===== src/rtl/snitch_outstanding_limiter_if.sv =====
// Request/response handshake bundle for snitch_outstanding_limiter.
// One bit per channel on every signal.
//   req_valid_i / req_ready_o : upstream (core side) request handshake
//   req_valid_o / req_ready_i : downstream (interconnect side) request handshake
//   rsp_valid_i / rsp_ready_i : response handshake, observed only
// slave  : the limiter's view of the bundle.
// master : the environment's view (cores plus interconnect).
interface snitch_outstanding_limiter_if #(
  parameter int unsigned NumChannels = 8
);
  logic [NumChannels-1:0] req_valid_i;
  logic [NumChannels-1:0] req_ready_o;
  logic [NumChannels-1:0] req_valid_o;
  logic [NumChannels-1:0] req_ready_i;
  logic [NumChannels-1:0] rsp_valid_i;
  logic [NumChannels-1:0] rsp_ready_i;

  modport slave (
    input  req_valid_i, req_ready_i, rsp_valid_i, rsp_ready_i,
    output req_valid_o, req_ready_o
  );

  modport master (
    output req_valid_i, req_ready_i, rsp_valid_i, rsp_ready_i,
    input  req_valid_o, req_ready_o
  );
endinterface


===== src/rtl/snitch_outstanding_limiter.sv =====
// Per-channel outstanding-transaction limiter.
// Each channel counts accepted requests minus observed responses and closes
// its request gate when the count reaches a runtime-programmable limit, or
// while the channel is draining or halted. Gating is purely combinational on
// registered state; nothing is buffered.
//
// Ports:
//   clk_i, rst_i   clock, asynchronous active-high reset
//   bus            snitch_outstanding_limiter_if.slave handshake bundle
//   cfg_we_i       limit write strobe; cfg_ch_i selects channel,
//                  cfg_limit_i gives the value (clamped to MaxOutstanding)
//   drain_i        per-channel drain request (RUN -> DRAIN -> HALT)
//   resume_i       per-channel resume (HALT -> RUN)
//   halted_o       channel is halted
//   count_o        per-channel outstanding count
//   err_o          sticky: response seen while count was 0
//   stall_cnt_o    per-channel stall-cycle counter, present only when the
//                  SNITCH_OSL_STATS_EN macro is defined

module snitch_osl_lane #(
  parameter int unsigned MaxOutstanding = 16,
  parameter int unsigned DefaultLimit   = 4,
  parameter int unsigned CntW           = 5
) (
  input  logic            clk_i,
  input  logic            rst_i,
  input  logic            req_valid_i,
  input  logic            req_ready_i,
  input  logic            rsp_valid_i,
  input  logic            rsp_ready_i,
  input  logic            limit_we_i,
  input  logic [CntW-1:0] limit_i,
  input  logic            drain_i,
  input  logic            resume_i,
  output logic            gate_o,
  output logic [CntW-1:0] count_o,
  output logic            halted_o,
  output logic            err_o
`ifdef SNITCH_OSL_STATS_EN
  ,
  output logic [31:0]     stall_cnt_o
`endif
);
  typedef enum logic [1:0] {Run, Drain, Halt} state_e;

  localparam logic [CntW-1:0] MaxLim = CntW'(MaxOutstanding);
  localparam logic [CntW-1:0] DefLim = CntW'(DefaultLimit);

  state_e          state_q;
  logic [CntW-1:0] cnt_q, lim_q;
  logic            err_q;
  logic            req_hs, rsp_hs;

  // Gate only looks at registered state, so a same-cycle drain or limit
  // write is judged against the old values.
  assign gate_o   = (state_q == Run) && (cnt_q < lim_q);
  assign req_hs   = req_valid_i & req_ready_i & gate_o;
  assign rsp_hs   = rsp_valid_i & rsp_ready_i;
  assign count_o  = cnt_q;
  assign halted_o = (state_q == Halt);
  assign err_o    = err_q;

  always_ff @(posedge clk_i or posedge rst_i) begin
    if (rst_i) begin
      state_q <= Run;
      cnt_q   <= '0;
      lim_q   <= DefLim;
      err_q   <= 1'b0;
    end else begin
      if (req_hs && !rsp_hs)
        cnt_q <= cnt_q + CntW'(1);
      else if (rsp_hs && !req_hs && cnt_q != '0)
        cnt_q <= cnt_q - CntW'(1);
      // A response with nothing outstanding cannot be matched to anything.
      if (rsp_hs && cnt_q == '0)
        err_q <= 1'b1;
      if (limit_we_i)
        lim_q <= (limit_i > MaxLim) ? MaxLim : limit_i;
      unique case (state_q)
        Run:     if (drain_i)        state_q <= Drain;
        Drain:   if (cnt_q == '0)    state_q <= Halt;
        Halt:    if (resume_i)       state_q <= Run;
        default:                     state_q <= Run;
      endcase
    end
  end

`ifdef SNITCH_OSL_STATS_EN
  always_ff @(posedge clk_i or posedge rst_i) begin
    if (rst_i)
      stall_cnt_o <= '0;
    else if (limit_we_i)
      stall_cnt_o <= '0;
    else if (req_valid_i && !gate_o && stall_cnt_o != 32'hFFFF_FFFF)
      stall_cnt_o <= stall_cnt_o + 32'd1;
  end
`endif
endmodule

module snitch_outstanding_limiter #(
  parameter int unsigned NumChannels    = 8,
  parameter int unsigned MaxOutstanding = 16,
  parameter int unsigned DefaultLimit   = 4,
  localparam int unsigned CntW = $clog2(MaxOutstanding + 1),
  localparam int unsigned ChW  = (NumChannels > 1) ? $clog2(NumChannels) : 1
) (
  input  logic                              clk_i,
  input  logic                              rst_i,
  snitch_outstanding_limiter_if.slave       bus,
  input  logic                              cfg_we_i,
  input  logic [ChW-1:0]                    cfg_ch_i,
  input  logic [CntW-1:0]                   cfg_limit_i,
  input  logic [NumChannels-1:0]            drain_i,
  input  logic [NumChannels-1:0]            resume_i,
  output logic [NumChannels-1:0]            halted_o,
  output logic [NumChannels-1:0][CntW-1:0]  count_o,
  output logic [NumChannels-1:0]            err_o
`ifdef SNITCH_OSL_STATS_EN
  ,
  output logic [NumChannels-1:0][31:0]      stall_cnt_o
`endif
);
  logic [NumChannels-1:0] gate;

  for (genvar g = 0; g < NumChannels; g++) begin : g_lane
    logic we;
    // Out-of-range channel indices match no lane and are dropped here.
    assign we = cfg_we_i && (int'(cfg_ch_i) == g);

    assign bus.req_valid_o[g] = bus.req_valid_i[g] & gate[g];
    assign bus.req_ready_o[g] = bus.req_ready_i[g] & gate[g];

    snitch_osl_lane #(
      .MaxOutstanding (MaxOutstanding),
      .DefaultLimit   (DefaultLimit),
      .CntW           (CntW)
    ) u_lane (
      .clk_i       (clk_i),
      .rst_i       (rst_i),
      .req_valid_i (bus.req_valid_i[g]),
      .req_ready_i (bus.req_ready_i[g]),
      .rsp_valid_i (bus.rsp_valid_i[g]),
      .rsp_ready_i (bus.rsp_ready_i[g]),
      .limit_we_i  (we),
      .limit_i     (cfg_limit_i),
      .drain_i     (drain_i[g]),
      .resume_i    (resume_i[g]),
      .gate_o      (gate[g]),
      .count_o     (count_o[g]),
      .halted_o    (halted_o[g]),
      .err_o       (err_o[g])
`ifdef SNITCH_OSL_STATS_EN
      ,
      .stall_cnt_o (stall_cnt_o[g])
`endif
    );
  end
endmodule


===== src/flat_wrapper.sv =====
// flat-port wrapper written by rule: the top's interface ports become plain ports
module snitch_outstanding_limiter_flat 
#(
  parameter int unsigned NumChannels    = 8,
  parameter int unsigned MaxOutstanding = 16,
  parameter int unsigned DefaultLimit   = 4,
  localparam int unsigned CntW = $clog2(MaxOutstanding + 1),
  localparam int unsigned ChW  = (NumChannels > 1) ? $clog2(NumChannels) : 1
)
  (clk_i, rst_i, cfg_we_i, cfg_ch_i, cfg_limit_i, drain_i, resume_i, halted_o, count_o, err_o, bus_req_valid_i, bus_req_ready_i, bus_rsp_valid_i, bus_rsp_ready_i, bus_req_valid_o, bus_req_ready_o);
  snitch_outstanding_limiter_if #(.NumChannels(NumChannels)) bus_i ();
  input  logic clk_i;
  input  logic rst_i;
  input  logic cfg_we_i;
  input  logic [ChW-1:0] cfg_ch_i;
  input  logic [CntW-1:0] cfg_limit_i;
  input  logic [NumChannels-1:0] drain_i;
  input  logic [NumChannels-1:0] resume_i;
  output logic [NumChannels-1:0] halted_o;
  output logic [NumChannels-1:0][CntW-1:0] count_o;
  output logic [NumChannels-1:0] err_o;
  input wire logic [$bits(bus_i.req_valid_i)-1:0] bus_req_valid_i;
  input wire logic [$bits(bus_i.req_ready_i)-1:0] bus_req_ready_i;
  input wire logic [$bits(bus_i.rsp_valid_i)-1:0] bus_rsp_valid_i;
  input wire logic [$bits(bus_i.rsp_ready_i)-1:0] bus_rsp_ready_i;
  output wire logic [$bits(bus_i.req_valid_o)-1:0] bus_req_valid_o;
  output wire logic [$bits(bus_i.req_ready_o)-1:0] bus_req_ready_o;
  assign bus_i.req_valid_i = bus_req_valid_i;
  assign bus_i.req_ready_i = bus_req_ready_i;
  assign bus_i.rsp_valid_i = bus_rsp_valid_i;
  assign bus_i.rsp_ready_i = bus_rsp_ready_i;
  assign bus_req_valid_o = bus_i.req_valid_o;
  assign bus_req_ready_o = bus_i.req_ready_o;
  snitch_outstanding_limiter #(.NumChannels(NumChannels), .MaxOutstanding(MaxOutstanding), .DefaultLimit(DefaultLimit)) u_core (.clk_i(clk_i), .rst_i(rst_i), .bus(bus_i), .cfg_we_i(cfg_we_i), .cfg_ch_i(cfg_ch_i), .cfg_limit_i(cfg_limit_i), .drain_i(drain_i), .resume_i(resume_i), .halted_o(halted_o), .count_o(count_o), .err_o(err_o));
endmodule

===== config.mk =====
export PLATFORM = sky130hd
export DESIGN_NAME = snitch_outstanding_limiter_flat
export DESIGN_NICKNAME = d
export VERILOG_FILES = /design/src/rtl/snitch_outstanding_limiter_if.sv /design/src/rtl/snitch_outstanding_limiter.sv /design/src/flat_wrapper.sv
export SDC_FILE = /design/constraint.sdc
export NUM_CORES = 1
export LEC_CHECK = 0
export CAP_MARGIN = 20
export CORE_MARGIN = 2
export CORE_UTILIZATION = 53
export DETAILED_ROUTE_END_ITERATION = 12
export PLACE_DENSITY = 0.82
export SYNTH_ARGS = -nofsm -noshare
export SYNTH_HDL_FRONTEND = slang
export SYNTH_SLANG_ARGS = --single-unit

===== constraint.sdc =====
create_clock -name clk_i -period 5.45 [get_ports clk_i]
set_clock_uncertainty 0.15 [all_clocks]
set_input_delay 1.635 -clock clk_i [delete_from_list [all_inputs] [get_ports clk_i]]
set_output_delay 1.635 -clock clk_i [all_outputs]
set_load 0.1 [all_outputs]

Word level (Yosys, flattened, before mapping)
Index checks and enable logic that the tools add are counted.
- $add $sub $neg: 16
- magnitude comparators: 9
- eq/ne operators: 47
- mux-type cells: 49
- bitwise gates (word level): 40
- reductions and logical operators: 105
- operator list (kind ; number):
    $mux W5 ; 17
    $logic_and A1 B1 Y1 ; 48
    $mux W2 ; 24
    $ne A2 B2 Y1 const B ; 24
    $pmux W2 S3 ; 8
    $add A5 B1 Y5 const B ; 8
    $and A1 B1 Y1 ; 40
    $logic_not A5 Y1 ; 8
    $lt A5 B5 Y1 ; 8
    $reduce_bool A5 Y1 ; 8
    $sub A5 B1 Y5 const B ; 8
    $reduce_and A3 Y1 ; 8
    $eq A2 B1 Y1 const B ; 8
    $eq A2 B2 Y1 const B ; 8
    $logic_not A1 Y1 ; 16
    $logic_not A2 Y1 ; 8
    $reduce_bool A2 Y1 ; 8
    $eq A3 B3 Y1 const B ; 4
    $eq A3 B2 Y1 const B ; 2
    $gt A5 B5 Y1 const B ; 1
    $eq A3 B1 Y1 const B ; 1
    $logic_not A3 Y1 ; 1
- register bits: 104
- bits of input ports: 59
- output and inout bits: 72
- word-level logic and storage cells: 298

Longest topological paths before layout
- depth after elaboration: 8
- mapped depth: 13
- depth with buffers taken out: 13

Hierarchy
From an unflattened synthesis, not the netlist that was laid out.
- cells, all modules: 604
- area, all modules: 6447.4 µm²
- modules (own cells, without submodules) (module ; instances ; cells an instance ; area an instance (µm²)):
    snitch_osl_lane at u_core.g_lane[0].u_lane ... ; 4 ; 74 ; 788.3
    snitch_osl_lane at u_core.g_lane[2].u_lane ... ; 4 ; 71 ; 774.5
    snitch_outstanding_limiter ; 1 ; 24 ; 196.4

Worst setup path after synthesis
No wires, ideal clock.
- path type: register to output
- start: register u_core.g_lane[7].u_lane.cnt_q[4]
- end: output port bus_req_ready_o[7]
- arrival: 2.637 ns
- required time: 3.665 ns
- setup slack: 1.028 ns
- cell stages (with the launch flop): 5
- path buffers: 0
- cell sequence: dfrtp_1 -> ha_1 -> a2111oi_4 -> o21a_1 -> and2_1
- cells in the longest elaborated chain, start to end: 3
- RTL lines (what ; line ; text):
    start, declared ; snitch_outstanding_limiter.sv:50 ; logic [CntW-1:0] cnt_q, lim_q;
    start signal, assigned ; snitch_outstanding_limiter.sv:71 ; cnt_q <= cnt_q + CntW'(1);
    start signal, assigned ; snitch_outstanding_limiter.sv:73 ; cnt_q <= cnt_q - CntW'(1);
    $lt A5 B5 Y1 ; snitch_outstanding_limiter.sv:56 ; assign gate_o = (state_q == Run) && (cnt_q < lim_q);
    $logic_and A1 B1 Y1 ; snitch_outstanding_limiter.sv:56 ;
    $and A1 B1 Y1 ; snitch_outstanding_limiter.sv:131 ; assign bus.req_ready_o[g] = bus.req_ready_i[g] & gate[g];
    end, declared ; flat_wrapper.sv:27 ; output wire logic [$bits(bus_i.req_ready_o)-1:0] bus_req_ready_o;
No other way between the ends.

Worst setup path in the final report
- start: input port bus_req_ready_i[0]
- end: output port bus_req_ready_o[0]
- cells in the longest elaborated chain, start to end: 1
- RTL lines (what ; line ; text):
    start, declared ; flat_wrapper.sv:23 ; input wire logic [$bits(bus_i.req_ready_i)-1:0] bus_req_ready_i;
    $and A1 B1 Y1 ; snitch_outstanding_limiter.sv:131 ;
No other way between the ends.

==> flow_summary_export.csv <==
group,metric,value,unit
worst_hold_path,hold_path_end,"u_core.g_lane[5].u_lane.err_o$_DFFE_PP0P_",
cts,cts_buffer_depth,2,
route,wl_per_cell,14.47,µm
floorplanning,dieArea,13420,µm²
placed_design,io_buffers,130,
synthesis,ys_async_sr_fraction,1.000,
placed_design,dp_hpwl,10.55,mm
global_route,grt_first_pass_wirelength,22.72,mm
worst_hold_path,hp-class,"flop to flop",
timing,fmax,0.2303,GHz
global_route,grt_overflow,0,
timing,rsz0062_at_grt,"no",
synthesis,ys_seq_area_frac,0.3942,
cells_and_area,area_growth,25.34,%
route,firstDrtPassIters,4,
cells_and_area,final_cell_mix,"clkdlybuf4s50_1, dfrtp_1, nand2_1, ha_1, inv_1",
worst_setup_path,critPathBufInv,2,
worst_setup_path,cp.required,3.67,ns
floorplanning,rows,40,
synthesis,synth_ff_type,"dfrtp_1",
route,routed_via_density,5.383,
cts,post_cts_buffers,0,
timing,fin_crit,4.343,ns
worst_setup_path,cp_top_family,"buffers and inverters",
cts,clk_latency,0.34,ns
cells_and_area,n_fill_cell,934,
status,outcome,"finished, final reports clean",
worst_setup_path,worstSetupPathType,"primary input to output pin",
cells_and_area,fin_nets,893,
synthesis,ys_types,52,
synthesis,syn_nets,768,
route,wl_met3,629,µm
floorplanning,io_pins,131,
placed_design,gp_congestion,0.8373,
route,vias,5055,
job,cap_violations,0,
timing,slew_headroom,0.3461,
floorplanning,core_area,12110,µm²
cells_and_area,final_common_cell,"clkdlybuf4s50_1",
cts,root_buffer,"clkbuf_16",
timing,tightest_slew,0.9778,ns
worst_setup_path,start_kind,"primary input",
placed_design,pre_cts_ws,1.109,ns
timing,finalSetupViolCount,0,
synthesis,syn_avg_cell_area,10.34,µm²
worst_setup_path,critPathArrivalTime,2.56,ns
route,met2_length,7.029,mm
timing,final-hold-violation-count,0,
worst_setup_path,r2r-end,"u_core.g_lane[4].u_lane.count_o[4]$_DFFE_PP0P_",
cts,path_clk_slew,0.06,ns
worst_setup_path,ff2ff_path_depth,11,
synthesis,synth_seq_cells,104,
synthesis,synthCells,641,
route,detail-route-antenna-nets,0,
timing,tns,0,ns
cells_and_area,drive_gt1_frac,0.1310,
cts,htreeDepth,3,
worst_setup_path,crit_fanout,2,
global_route,antenna_found_initial,0,
synthesis,synth_warnings,0,
route,drc_errors,0,
worst_setup_path,crit_chain,"clkdlybuf4s50_1, and3_1, buf_4",
route,routed_wl,13.58,mm
worst_setup_path,r2r_slack,2.05,ns
worst_setup_path,crit_path_end_kind,"output pin",
route,drt-initial-drc-count,212,
floorplanning,initial_core_util,0.5472,
route,topRoutingLayerUsed,"met4",
route,wirelength_met1,5.743,mm
floorplanning,die_x,115.8,µm
global_route,grt_max_degree,74,
worst_setup_path,reg2reg_from,"u_core.g_lane[4].u_lane.count_o[4]$_DFFE_PP0P_",
timing,min_period_over_period,0.7968,
cts,numCtsBuffers,9,
timing,slew_violations,0,
timing,worst_slack,1.107,ns
worst_setup_path,cpPeakStageDelay,0.48,ns
worst_hold_path,hold_start,"u_core.g_lane[5].u_lane.err_o$_DFFE_PP0P_",
cts,cts_hold_buffers,0,
cells_and_area,antennaDiodeCount,0,
global_route,grt_pass1_vias,5184,
synthesis,synth_area,6628,µm²
floorplanning,die_y,115.8,µm
global_route,grtUsageTotal,0.2127,
cts,clock-sinks,104,
worst_hold_path,whs_path_depth,1,
cts,cts_tree,"built",
worst_setup_path,slowest_stage,"clkdlybuf4s50_1",
cts,ctsResizeCount,0,
synthesis,synth_edf_count,0,
==> how the worst max path moves through the flow <==
stage,startpoint,to,slack [ns],depth (start not counted)
6_report,bus_req_ready_i[0],bus_req_ready_o[0],1.11,3
3_5_place_dp,bus_req_valid_i[0],bus_req_valid_o[0],1.11,3
5_1_grt,bus_req_ready_i[0],bus_req_ready_o[0],1.07,3
3_3_place_gp,bus_req_valid_i[0],bus_req_valid_o[0],1.11,3
2_1_floorplan,rst_i,u_core.g_lane[0].u_lane.count_o[0]$_DFFE_PP0P_,0.95,1
4_1_cts,bus_req_ready_i[0],bus_req_ready_o[0],1.10,3
==> worst reg2reg max path: stages (launching register included) <==
cell       delay, ns
dfrtp_1         0.43
ha_1            0.38
a2111oi_4       0.39
nand3_1         0.16
a31oi_2         0.29
nand2_1         0.22
fa_1            0.45
a21o_1          0.17
a21oi_1         0.19
nor3b_1         0.21
mux2i_1         0.11
xnor2_1         0.13
==> per-layer routing <==
layer | vias up | global-route usage
met4 | 0 | 0.06825
met5 | - | 0
li1 | 2473 | -
met2 | 106 | 0.3809
met3 | 17 | 0.05021
met1 | 2459 | 0.2531
==> flip-flops by register name (all words and copies together) (netlist names) <==
register / cells
u_core.g_lane.u_lane.err_o: 8
u_core.g_lane.u_lane.count_o: 40
u_core.g_lane.u_lane.lim_q: 40
u_core.g_lane.u_lane.state_q: 16
==> Yosys cell counts, drive strengths merged (11+ instances only) <==
master	count	area (µm²)
xor2	11	96.34
ha	60	750.7
nand2b	14	87.58
nor2	26	120.1
nand2	70	262.8
a21oi	25	125.1
and2	11	68.81
inv	52	195.2
a21o	12	91.34
xnor2	20	175.2
nand3	20	105.1
nor2b	19	118.9
and3	12	75.07
o21ai	50	250.2
mux2i	17	177.7
buf	16	120.1
dfrtp	96	2402
mux2	30	371.6
==> per-stage QoR <==
step | area (µm²) | hold WS [ns] | cells | util
CTS | 8307 | 0.3183 | 939 | 0.6858
global placement | 7989 | 0.2928 | 923 | 0.6596
floorplan | 6628 | 0.2789 | 641 | -
finish | 8307 | 0.3117 | 939 | 0.6858
detailed placement | 7989 | 0.2982 | 923 | 0.6596
global route | 8307 | 0.3243 | 939 | 0.6858
==> cell type report <==
| type | instances | area, µm² | share of cell area |
|---|---|---|---|
| clock buffers | 13 | 250.2 | 0.03013 |
| inverters | 52 | 197.7 | 0.02380 |
| flip-flops and latches | 104 | 2613 | 0.3145 |
| repair buffers | 132 | 1276 | 0.1536 |
| clock inverters | 3 | 67.56 | 0.008134 |
| multi-input cells | 467 | 3692 | 0.4445 |
| well taps | 168 | 210.2 | 0.02531 |
==> kinds of logic (layout without fill, tap and decap cells) <==
logic type      after synthesis  in the layout  share of synthesized area
xor+xnor                     31             31                    0.04097
flops                       104            104                     0.3942
mux                          47             47                    0.08288
buf+inv                      70            200                    0.04871
compound gates              128            128                     0.1463
fa+ha+maj                    68             68                     0.1374
simple gates                193            193                     0.1495
Power is not shown: default switching activity piles up to over one toggle a cycle in this logic, so the estimate is an artifact.
